$ cat src/rtl/alu_share_if.sv
// Request/response bundle between the two ALU requesters and alu_share_ctrl.
// Defining ALU_ZERO_FLAG_EN adds the rsp_zero response flag.
interface alu_share_if;
  logic [1:0]  req_valid;
  logic [1:0]  req_ready;
  logic [2:0]  req_op0;
  logic [2:0]  req_op1;
  logic [31:0] req_a0;
  logic [31:0] req_a1;
  logic [31:0] req_b0;
  logic [31:0] req_b1;
  logic [1:0]  rsp_valid;
  logic [1:0]  rsp_ready;
  logic [31:0] rsp_result;
  logic        rsp_carry;
  logic        rsp_err;
`ifdef ALU_ZERO_FLAG_EN
  logic        rsp_zero;

  modport master (
    output req_valid, req_op0, req_op1, req_a0, req_a1, req_b0, req_b1, rsp_ready,
    input  req_ready, rsp_valid, rsp_result, rsp_carry, rsp_err, rsp_zero
  );
  modport slave (
    input  req_valid, req_op0, req_op1, req_a0, req_a1, req_b0, req_b1, rsp_ready,
    output req_ready, rsp_valid, rsp_result, rsp_carry, rsp_err, rsp_zero
  );
`else
  modport master (
    output req_valid, req_op0, req_op1, req_a0, req_a1, req_b0, req_b1, rsp_ready,
    input  req_ready, rsp_valid, rsp_result, rsp_carry, rsp_err
  );
  modport slave (
    input  req_valid, req_op0, req_op1, req_a0, req_a1, req_b0, req_b1, rsp_ready,
    output req_ready, rsp_valid, rsp_result, rsp_carry, rsp_err
  );
`endif
endinterface

$ cat src/rtl/alu_share_ctrl.sv
// Arbitrates one shared 32-bit ALU between two requesters, one op in flight.
// Optional ALU_ZERO_FLAG_EN adds a registered rsp_zero flag on the response.
//
// state | meaning
// IDLE  | waiting for a request; req_ready driven for the granted requester
// EXEC  | ALU inputs held from regs for SETTLE cycles, result captured on the last
// RESP  | response presented to requester id_q until its rsp_ready
module alu_share_ctrl #(
  parameter int unsigned SETTLE      = 1,
  parameter bit          STRICT_PRIO = 1'b0
) (
  input  logic        clk,
  input  logic        rst_n,
  alu_share_if.slave  bus,
  output logic [31:0] alu_in1_o,
  output logic [31:0] alu_in2_o,
  output logic        alu_binvert_o,
  output logic        alu_cin_o,
  output logic [1:0]  alu_operation_o,
  input  logic [31:0] alu_result_i,
  input  logic        alu_carry_i
);

  typedef enum logic [1:0] {IDLE = 2'd0, EXEC = 2'd1, RESP = 2'd2} state_t;
  localparam logic [1:0] CNT_INIT = 2'(SETTLE - 1);

  state_t      state_q, state_d;
  logic        last_grant_q;
  logic        id_q;
  logic [2:0]  op_q;
  logic [1:0]  cnt_q;
  logic [31:0] alu_in1_q, alu_in2_q;
  logic        alu_binvert_q, alu_cin_q;
  logic [1:0]  alu_operation_q;
  logic [31:0] rsp_result_q;
  logic        rsp_carry_q, rsp_err_q;
`ifdef ALU_ZERO_FLAG_EN
  logic        rsp_zero_q;
`endif

  logic        gnt, accept, rsp_hs;
  logic [2:0]  sel_op;
  logic [31:0] sel_a, sel_b;
  logic [4:0]  sel_dec;
  logic [31:0] cap_result;
  logic        cap_carry, ovf, lt;

  // {legal, Binvert, Cin, Operation}
  function automatic logic [4:0] decode(input logic [2:0] op);
    case (op)
      3'b000:         decode = 5'b1_0_0_00;
      3'b001:         decode = 5'b1_0_0_01;
      3'b010:         decode = 5'b1_0_0_10;
      3'b110, 3'b111: decode = 5'b1_1_1_10;
      default:        decode = 5'b0_0_0_00;
    endcase
  endfunction

  always_comb begin
    gnt = 1'b0;
    case (bus.req_valid)
      2'b10:   gnt = 1'b1;
      2'b11:   gnt = STRICT_PRIO ? 1'b0 : ~last_grant_q;
      default: gnt = 1'b0;
    endcase
  end

  assign accept  = (state_q == IDLE) && (bus.req_valid != 2'b00);
  assign rsp_hs  = (state_q == RESP) && bus.rsp_ready[id_q];
  assign sel_op  = gnt ? bus.req_op1 : bus.req_op0;
  assign sel_a   = gnt ? bus.req_a1  : bus.req_a0;
  assign sel_b   = gnt ? bus.req_b1  : bus.req_b0;
  assign sel_dec = decode(sel_op);

  // SLT derives the signed compare from the subtract result and operand signs
  always_comb begin
    ovf        = (alu_in1_q[31] ^ alu_in2_q[31]) & (alu_result_i[31] ^ alu_in1_q[31]);
    lt         = alu_result_i[31] ^ ovf;
    cap_result = alu_result_i;
    cap_carry  = 1'b0;
    case (op_q)
      3'b010, 3'b110: cap_carry  = alu_carry_i;
      3'b111:         cap_result = {31'b0, lt};
      default:        ;
    endcase
  end

  always_ff @(posedge clk or negedge rst_n) begin
    if (!rst_n) state_q <= IDLE;
    else        state_q <= state_d;
  end

  always_comb begin
    state_d = state_q;
    case (state_q)
      IDLE:    if (accept) state_d = sel_dec[4] ? EXEC : RESP;
      EXEC:    if (cnt_q == 2'd0) state_d = RESP;
      RESP:    if (rsp_hs) state_d = IDLE;
      default: state_d = IDLE;
    endcase
  end

  always_comb begin
    bus.req_ready = 2'b00;
    bus.rsp_valid = 2'b00;
    case (state_q)
      IDLE:    if (accept) bus.req_ready = gnt ? 2'b10 : 2'b01;
      RESP:    bus.rsp_valid = id_q ? 2'b10 : 2'b01;
      default: ;
    endcase
  end

  always_ff @(posedge clk or negedge rst_n) begin
    if (!rst_n) begin
      last_grant_q    <= 1'b1;
      id_q            <= 1'b0;
      op_q            <= 3'b000;
      cnt_q           <= 2'd0;
      alu_in1_q       <= 32'd0;
      alu_in2_q       <= 32'd0;
      alu_binvert_q   <= 1'b0;
      alu_cin_q       <= 1'b0;
      alu_operation_q <= 2'b00;
      rsp_result_q    <= 32'd0;
      rsp_carry_q     <= 1'b0;
      rsp_err_q       <= 1'b0;
`ifdef ALU_ZERO_FLAG_EN
      rsp_zero_q      <= 1'b0;
`endif
    end else begin
      case (state_q)
        IDLE: if (accept) begin
          id_q         <= gnt;
          op_q         <= sel_op;
          last_grant_q <= gnt;
          cnt_q        <= CNT_INIT;
          if (sel_dec[4]) begin
            alu_in1_q       <= sel_a;
            alu_in2_q       <= sel_b;
            alu_binvert_q   <= sel_dec[3];
            alu_cin_q       <= sel_dec[2];
            alu_operation_q <= sel_dec[1:0];
          end else begin
            // reserved op: ALU drive is left untouched, error response goes out directly
            rsp_result_q <= 32'd0;
            rsp_carry_q  <= 1'b0;
            rsp_err_q    <= 1'b1;
`ifdef ALU_ZERO_FLAG_EN
            rsp_zero_q   <= 1'b1;
`endif
          end
        end
        EXEC: begin
          if (cnt_q == 2'd0) begin
            rsp_result_q <= cap_result;
            rsp_carry_q  <= cap_carry;
            rsp_err_q    <= 1'b0;
`ifdef ALU_ZERO_FLAG_EN
            rsp_zero_q   <= (cap_result == 32'd0);
`endif
          end else begin
            cnt_q <= cnt_q - 2'd1;
          end
        end
        RESP: if (rsp_hs) begin
          rsp_result_q <= 32'd0;
          rsp_carry_q  <= 1'b0;
          rsp_err_q    <= 1'b0;
`ifdef ALU_ZERO_FLAG_EN
          rsp_zero_q   <= 1'b0;
`endif
        end
        default: ;
      endcase
    end
  end

  assign alu_in1_o       = alu_in1_q;
  assign alu_in2_o       = alu_in2_q;
  assign alu_binvert_o   = alu_binvert_q;
  assign alu_cin_o       = alu_cin_q;
  assign alu_operation_o = alu_operation_q;
  assign bus.rsp_result  = rsp_result_q;
  assign bus.rsp_carry   = rsp_carry_q;
  assign bus.rsp_err     = rsp_err_q;
`ifdef ALU_ZERO_FLAG_EN
  assign bus.rsp_zero    = rsp_zero_q;
`endif

endmodule

$ cat src/flat_wrapper.sv
// flat-port wrapper written by rule: the top's interface ports become plain ports
module alu_share_ctrl_flat 
#(
  parameter int unsigned SETTLE      = 1,
  parameter bit          STRICT_PRIO = 1'b0
)
  (clk, rst_n, alu_in1_o, alu_in2_o, alu_binvert_o, alu_cin_o, alu_operation_o, alu_result_i, alu_carry_i, bus_req_valid, bus_req_op0, bus_req_op1, bus_req_a0, bus_req_a1, bus_req_b0, bus_req_b1, bus_rsp_ready, bus_req_ready, bus_rsp_valid, bus_rsp_result, bus_rsp_carry, bus_rsp_err);
  alu_share_if bus_i ();
  input  logic clk;
  input  logic rst_n;
  output logic [31:0] alu_in1_o;
  output logic [31:0] alu_in2_o;
  output logic alu_binvert_o;
  output logic alu_cin_o;
  output logic [1:0] alu_operation_o;
  input  logic [31:0] alu_result_i;
  input  logic alu_carry_i;
  input wire logic [$bits(bus_i.req_valid)-1:0] bus_req_valid;
  input wire logic [$bits(bus_i.req_op0)-1:0] bus_req_op0;
  input wire logic [$bits(bus_i.req_op1)-1:0] bus_req_op1;
  input wire logic [$bits(bus_i.req_a0)-1:0] bus_req_a0;
  input wire logic [$bits(bus_i.req_a1)-1:0] bus_req_a1;
  input wire logic [$bits(bus_i.req_b0)-1:0] bus_req_b0;
  input wire logic [$bits(bus_i.req_b1)-1:0] bus_req_b1;
  input wire logic [$bits(bus_i.rsp_ready)-1:0] bus_rsp_ready;
  output wire logic [$bits(bus_i.req_ready)-1:0] bus_req_ready;
  output wire logic [$bits(bus_i.rsp_valid)-1:0] bus_rsp_valid;
  output wire logic [$bits(bus_i.rsp_result)-1:0] bus_rsp_result;
  output wire logic [$bits(bus_i.rsp_carry)-1:0] bus_rsp_carry;
  output wire logic [$bits(bus_i.rsp_err)-1:0] bus_rsp_err;
  assign bus_i.req_valid = bus_req_valid;
  assign bus_i.req_op0 = bus_req_op0;
  assign bus_i.req_op1 = bus_req_op1;
  assign bus_i.req_a0 = bus_req_a0;
  assign bus_i.req_a1 = bus_req_a1;
  assign bus_i.req_b0 = bus_req_b0;
  assign bus_i.req_b1 = bus_req_b1;
  assign bus_i.rsp_ready = bus_rsp_ready;
  assign bus_req_ready = bus_i.req_ready;
  assign bus_rsp_valid = bus_i.rsp_valid;
  assign bus_rsp_result = bus_i.rsp_result;
  assign bus_rsp_carry = bus_i.rsp_carry;
  assign bus_rsp_err = bus_i.rsp_err;
  alu_share_ctrl #(.SETTLE(SETTLE), .STRICT_PRIO(STRICT_PRIO)) u_core (.clk(clk), .rst_n(rst_n), .bus(bus_i), .alu_in1_o(alu_in1_o), .alu_in2_o(alu_in2_o), .alu_binvert_o(alu_binvert_o), .alu_cin_o(alu_cin_o), .alu_operation_o(alu_operation_o), .alu_result_i(alu_result_i), .alu_carry_i(alu_carry_i));
endmodule
$ cat config.mk
export PLATFORM = sky130hd
export DESIGN_NAME = alu_share_ctrl_flat
export DESIGN_NICKNAME = d
export VERILOG_FILES = /design/src/rtl/alu_share_if.sv /design/src/rtl/alu_share_ctrl.sv /design/src/flat_wrapper.sv
export SDC_FILE = /design/constraint.sdc
export NUM_CORES = 1
export LEC_CHECK = 0
export BUFFER_PORTS_ARGS = -buffer_cell sky130_fd_sc_hd__clkbuf_2
export CAP_MARGIN = 10
export CELL_PAD_IN_SITES_DETAIL_PLACEMENT = 1
export CELL_PAD_IN_SITES_GLOBAL_PLACEMENT = 2
export CORE_ASPECT_RATIO = 1.75
export CORE_MARGIN = 3
export CORE_UTILIZATION = 28
export DETAILED_ROUTE_END_ITERATION = 8
export PLACE_DENSITY = 0.95
export REMOVE_ABC_BUFFERS = 1
export SLEW_MARGIN = 20
export SYNTH_ARGS = -nofsm -noshare
export SYNTH_HDL_FRONTEND = slang
export SYNTH_SLANG_ARGS = --single-unit
$ cat constraint.sdc
create_clock -name clk -period 3.6 [get_ports clk]
set_clock_uncertainty 0.05 [all_clocks]
set_input_delay 0.36 -clock clk [delete_from_list [all_inputs] [get_ports clk]]
set_output_delay 0.36 -clock clk [all_outputs]
set_load 0.05 [all_outputs]
==> summary.txt <==
Status
  – Run status: finished, violations left
  – Failing checks: hold timing

Floorplanning
  – Die Ht: 192 µm
  – Num rows: 67
  – Die footprint: 0.0215 mm²
  – Core area: around 0.019 mm²
  – Die width: 112 µm
  – Initial core utilization: 28.6%
  – # IOs: 279

Synth
  – Sequential share of the synthesized area: 50.0%
  – Leading post-synthesis cells by cell area: dfrtp_1 (50%), nand2_1 (15%), mux2_1 (12%), mux2i_1 (7.1%), inv_1 (2.7%)
  – Ys flop type: dfrtp_1
  – Yosys top cell by area: dfrtp_1
  – Post-synth EDFFs: 0
  – Mapped Avg Cell Area: roughly 9.7 µm²
  – Syn Inst Count: 569
  – Netlist cell types: 41
  – Mapped Area: approximately 0.0055 mm²
  – YS warnings: 0
  – Async SR Flop Fraction: 100%
  – Number of synthesized register bits: 110
  – Share of the synthesized area in the top cell type: 49.5%

GRT
  – Number of global-route vias before repair: approximately 5300
  – Largest net degree at the start of global routing: 111
  – Initial antenna violation count: 0
  – Grt ovf: 0
  – GRT Overall Usage: around 16%
  – First-pass GRT wire length: 27800 µm

Clock tree
  – Total CTS buffers: 9
  – # Post-CTS Setup Buffers: 0
  – Skew-Pair Late Insertion Delay: 0.35 ns
  – Max clock buf depth: 2
  – Post_cts resized: 0
  – Root Driver: clkbuf_16
  – Worst-path clk slew: 0.08 ns
  – Hold_buf cts: 0
  – CTS tree: done
  – CTS sink count: 110
  – H-Tree Depth: 3

STA
  – Max-slew violations: 0
  – Relative slew slack: 46.6%
  – Setup Viol. Count Final: 0
  – Actual slew at the worst max-slew pin: about 0.8 ns
  – Minimum clock period: about 2.8 ns
  – Fmax: 363 MHz
  – Worst Hold Slack: -0.0352 ns
  – Sum Neg Setup Slack: 0 ns
  – RSZ-0062 raised after global routing: no
  – Final Hold Fails: 14
  – Fin crit share: between 70% and 80%

Setup path
  – Crit path required time: around 3.8 ns
  – Critical path arrival: between 2 and 3 ns
  – Reg-to-reg critical path endpoint: u_core.bus.rsp_result[9]
  – R2r setup slk: about 0.84 ns
  – Max FO, Critical Path: 27
  – Critical Path End Type: flip-flop
  – Crit path from: u_core.state_q[0]
  – R2R depth: 7
  – Crit Path Category: reg -> reg
  – Startpoint types: flip-flop
  – Worst reg2reg path startpoint: u_core.state_q[0]
  – Critical Path Sink: u_core.bus.rsp_result[9]

Power
  – Net switching power: 3910 µW
  – Clk pwr share: around 15%
  – Sequential Power Share: between 20 and 30%
  – Sw Share: 52.3%
  – Leakage power: 0.00411 µW
  – Logic pwr share: 56.9%
  – Power density over cell area: 1000 mW/mm²
  – Int Pwr: 3560 µW
  – VDD IR max: between 400 and 500 µV

Detailed routing
  – Residual DRC count: 0
  – DRT iter0 DRCs: 120
  – Vias per inst: 4.53
  – WL final: 17700 µm
  – Vias: about 4900
  – First-pass iteration count of the detailed router: 4
  – ANT nets after route: 0
  – Routed wire per std cell: 16.4 µm

Final layout
  – Area Growth Syn to Fin: 35.1%
  – Share of cells above drive strength 1: between 30% and 40%
  – Filler Cell Count: 2353
  – Final nets: 1011
  – Diode count: 0

Run
  – Max-cap violations: 0

Place
  – HPWL Detailed: between 10000 and 15000 µm
  – Gp weighted congestion: 0.803
  – Port buffer count: around 280

Hold path
  – HP Class: in -> async
==> stage by stage <==
step | power (µW) | std cells | util (%) | cell area, µm² | setup slack [ns]
after floorplan | 5270 | 538 | - | 5340 | -0.565
after global placement | 6340 | 1062 | 36.8 | 7100 | 1.02
after detailed placement | 6460 | 1063 | 36.9 | 7120 | 0.875
after CTS | 7590 | 1079 | 38.6 | 7440 | 0.798
after global routing | 7900 | 1079 | 38.6 | 7440 | 0.668
final | 7470 | 1079 | 38.6 | 7440 | 0.845
==> cell families (layout without fill, tap and decap cells) <==
| group | after synthesis | after routing | synth area share [%] |
|---|---|---|---|
| AOI/OAI and AO/OA | 30 | 30 | 4.61 |
| adders and majority gates | 6 | 6 | 1.32 |
| buffers and inverters | 70 | 339 | 5.79 |
| DFF | 110 | 110 | 50.0 |
| muxes | 104 | 104 | 20.4 |
| and+or+nand+nor | 249 | 249 | 17.9 |
==> cells in the mapped netlist (2+ instances only) <==
cell type  count
inv_1         39
ha_1           5
nand2_1      227
and4b_1        2
nor2b_1        2
a22o_1         2
a31oi_1        3
buf_2          3
a21oi_1        3
nor2_1         5
clkbuf_1      16
a21o_1         4
o211ai_1       3
mux2i_1       39
buf_6          3
and2_1         3
o21a_1         2
mux2_2         6
dfrtp_1      109
o2111ai_1      2
mux2_1        59
nand2b_1       5
buf_4          8
nor3_1         2
==> power by group through the flow <==
stage / Sequential (µW) / Clock, µW / Combinational, µW
global route: 2210 / 1180 / 4510
finish: 2130 / 1090 / 4250
CTS: 2130 / 1140 / 4320
detailed placement: 2150 / 0 / 4310
global placement: 2120 / 0 / 4230
floorplan: 3970 / 0 / 1290
==> sequential cells by signal, indices dropped and copies added, names as in the netlist <==
register                count
u_core.alu_in2_o           32
u_core.cnt_q                2
u_core.alu_binvert_o        1
u_core.alu_operation_o      2
u_core.state_q              2
u_core.id_q                 1
u_core.last_grant_q         1
u_core.op_q                 3
u_core.alu_in1_o           32
u_core.bus.rsp_err          1
u_core.bus.rsp_carry        1
u_core.bus.rsp_result      32
==> area by class of cell <==
cell class	count	area (µm²)	share of cell area (%)
Sequential cell	110	2750	37.0
Multi-Input combinational cell	389	2450	32.9
Tap cell	241	302	4.05
Timing Repair Buffer	284	1470	19.8
Clock buffer	10	239	3.21
Clock inverter	6	85.1	1.14
Inverter	39	146	1.97
==> cells in the final DEF, fill, tap and decap left out, types with 3 or more instances in the layout <==
cell type	instances
and2_1	3
a31oi_1	3
nand2_1	227
ha_1	5
a21o_1	4
a21oi_1	3
mux2_1	59
o211ai_1	3
dfrtp_1	109
nand2b_1	5
nor2_1	5
clkbuf_2	277
mux2_2	6
inv_1	39
clkbuf_16	9
buf_4	4
mux2i_1	39
==> how the worst min path moves through the flow <==
stage / startpoint / cells after the start / end
detailed placement: u_core.alu_in2_o[26] / 1 / u_core.alu_in2_o[26]
global placement: u_core.alu_in2_o[23] / 1 / u_core.alu_in2_o[23]
floorplan: rst_n / 0 / u_core.alu_binvert_o
CTS: rst_n / 2 / u_core.id_q
finish: rst_n / 2 / u_core.id_q
global route: rst_n / 2 / u_core.id_q
==> routing by layer <==
metal	global-route usage, %	vias to the layer above	part of all wire (%)
met1	16.9	2374	35
met4	6.20	0	2.1
met2	32.1	151	57
met3	3.25	17	5.3
met5	0	-	0
li1	-	2346	-
==> critical path, cell delays in order (launching register included) <==
cell and delay [ns]:
dfrtp_1 0.40, inv_1 0.09, ha_1 0.30, nor3b_2 0.23, a2111oi_4 0.40, and4b_2 0.44, buf_4 0.45, mux2i_1 0.29
Note: power is estimated with default switching activity, not from simulation.
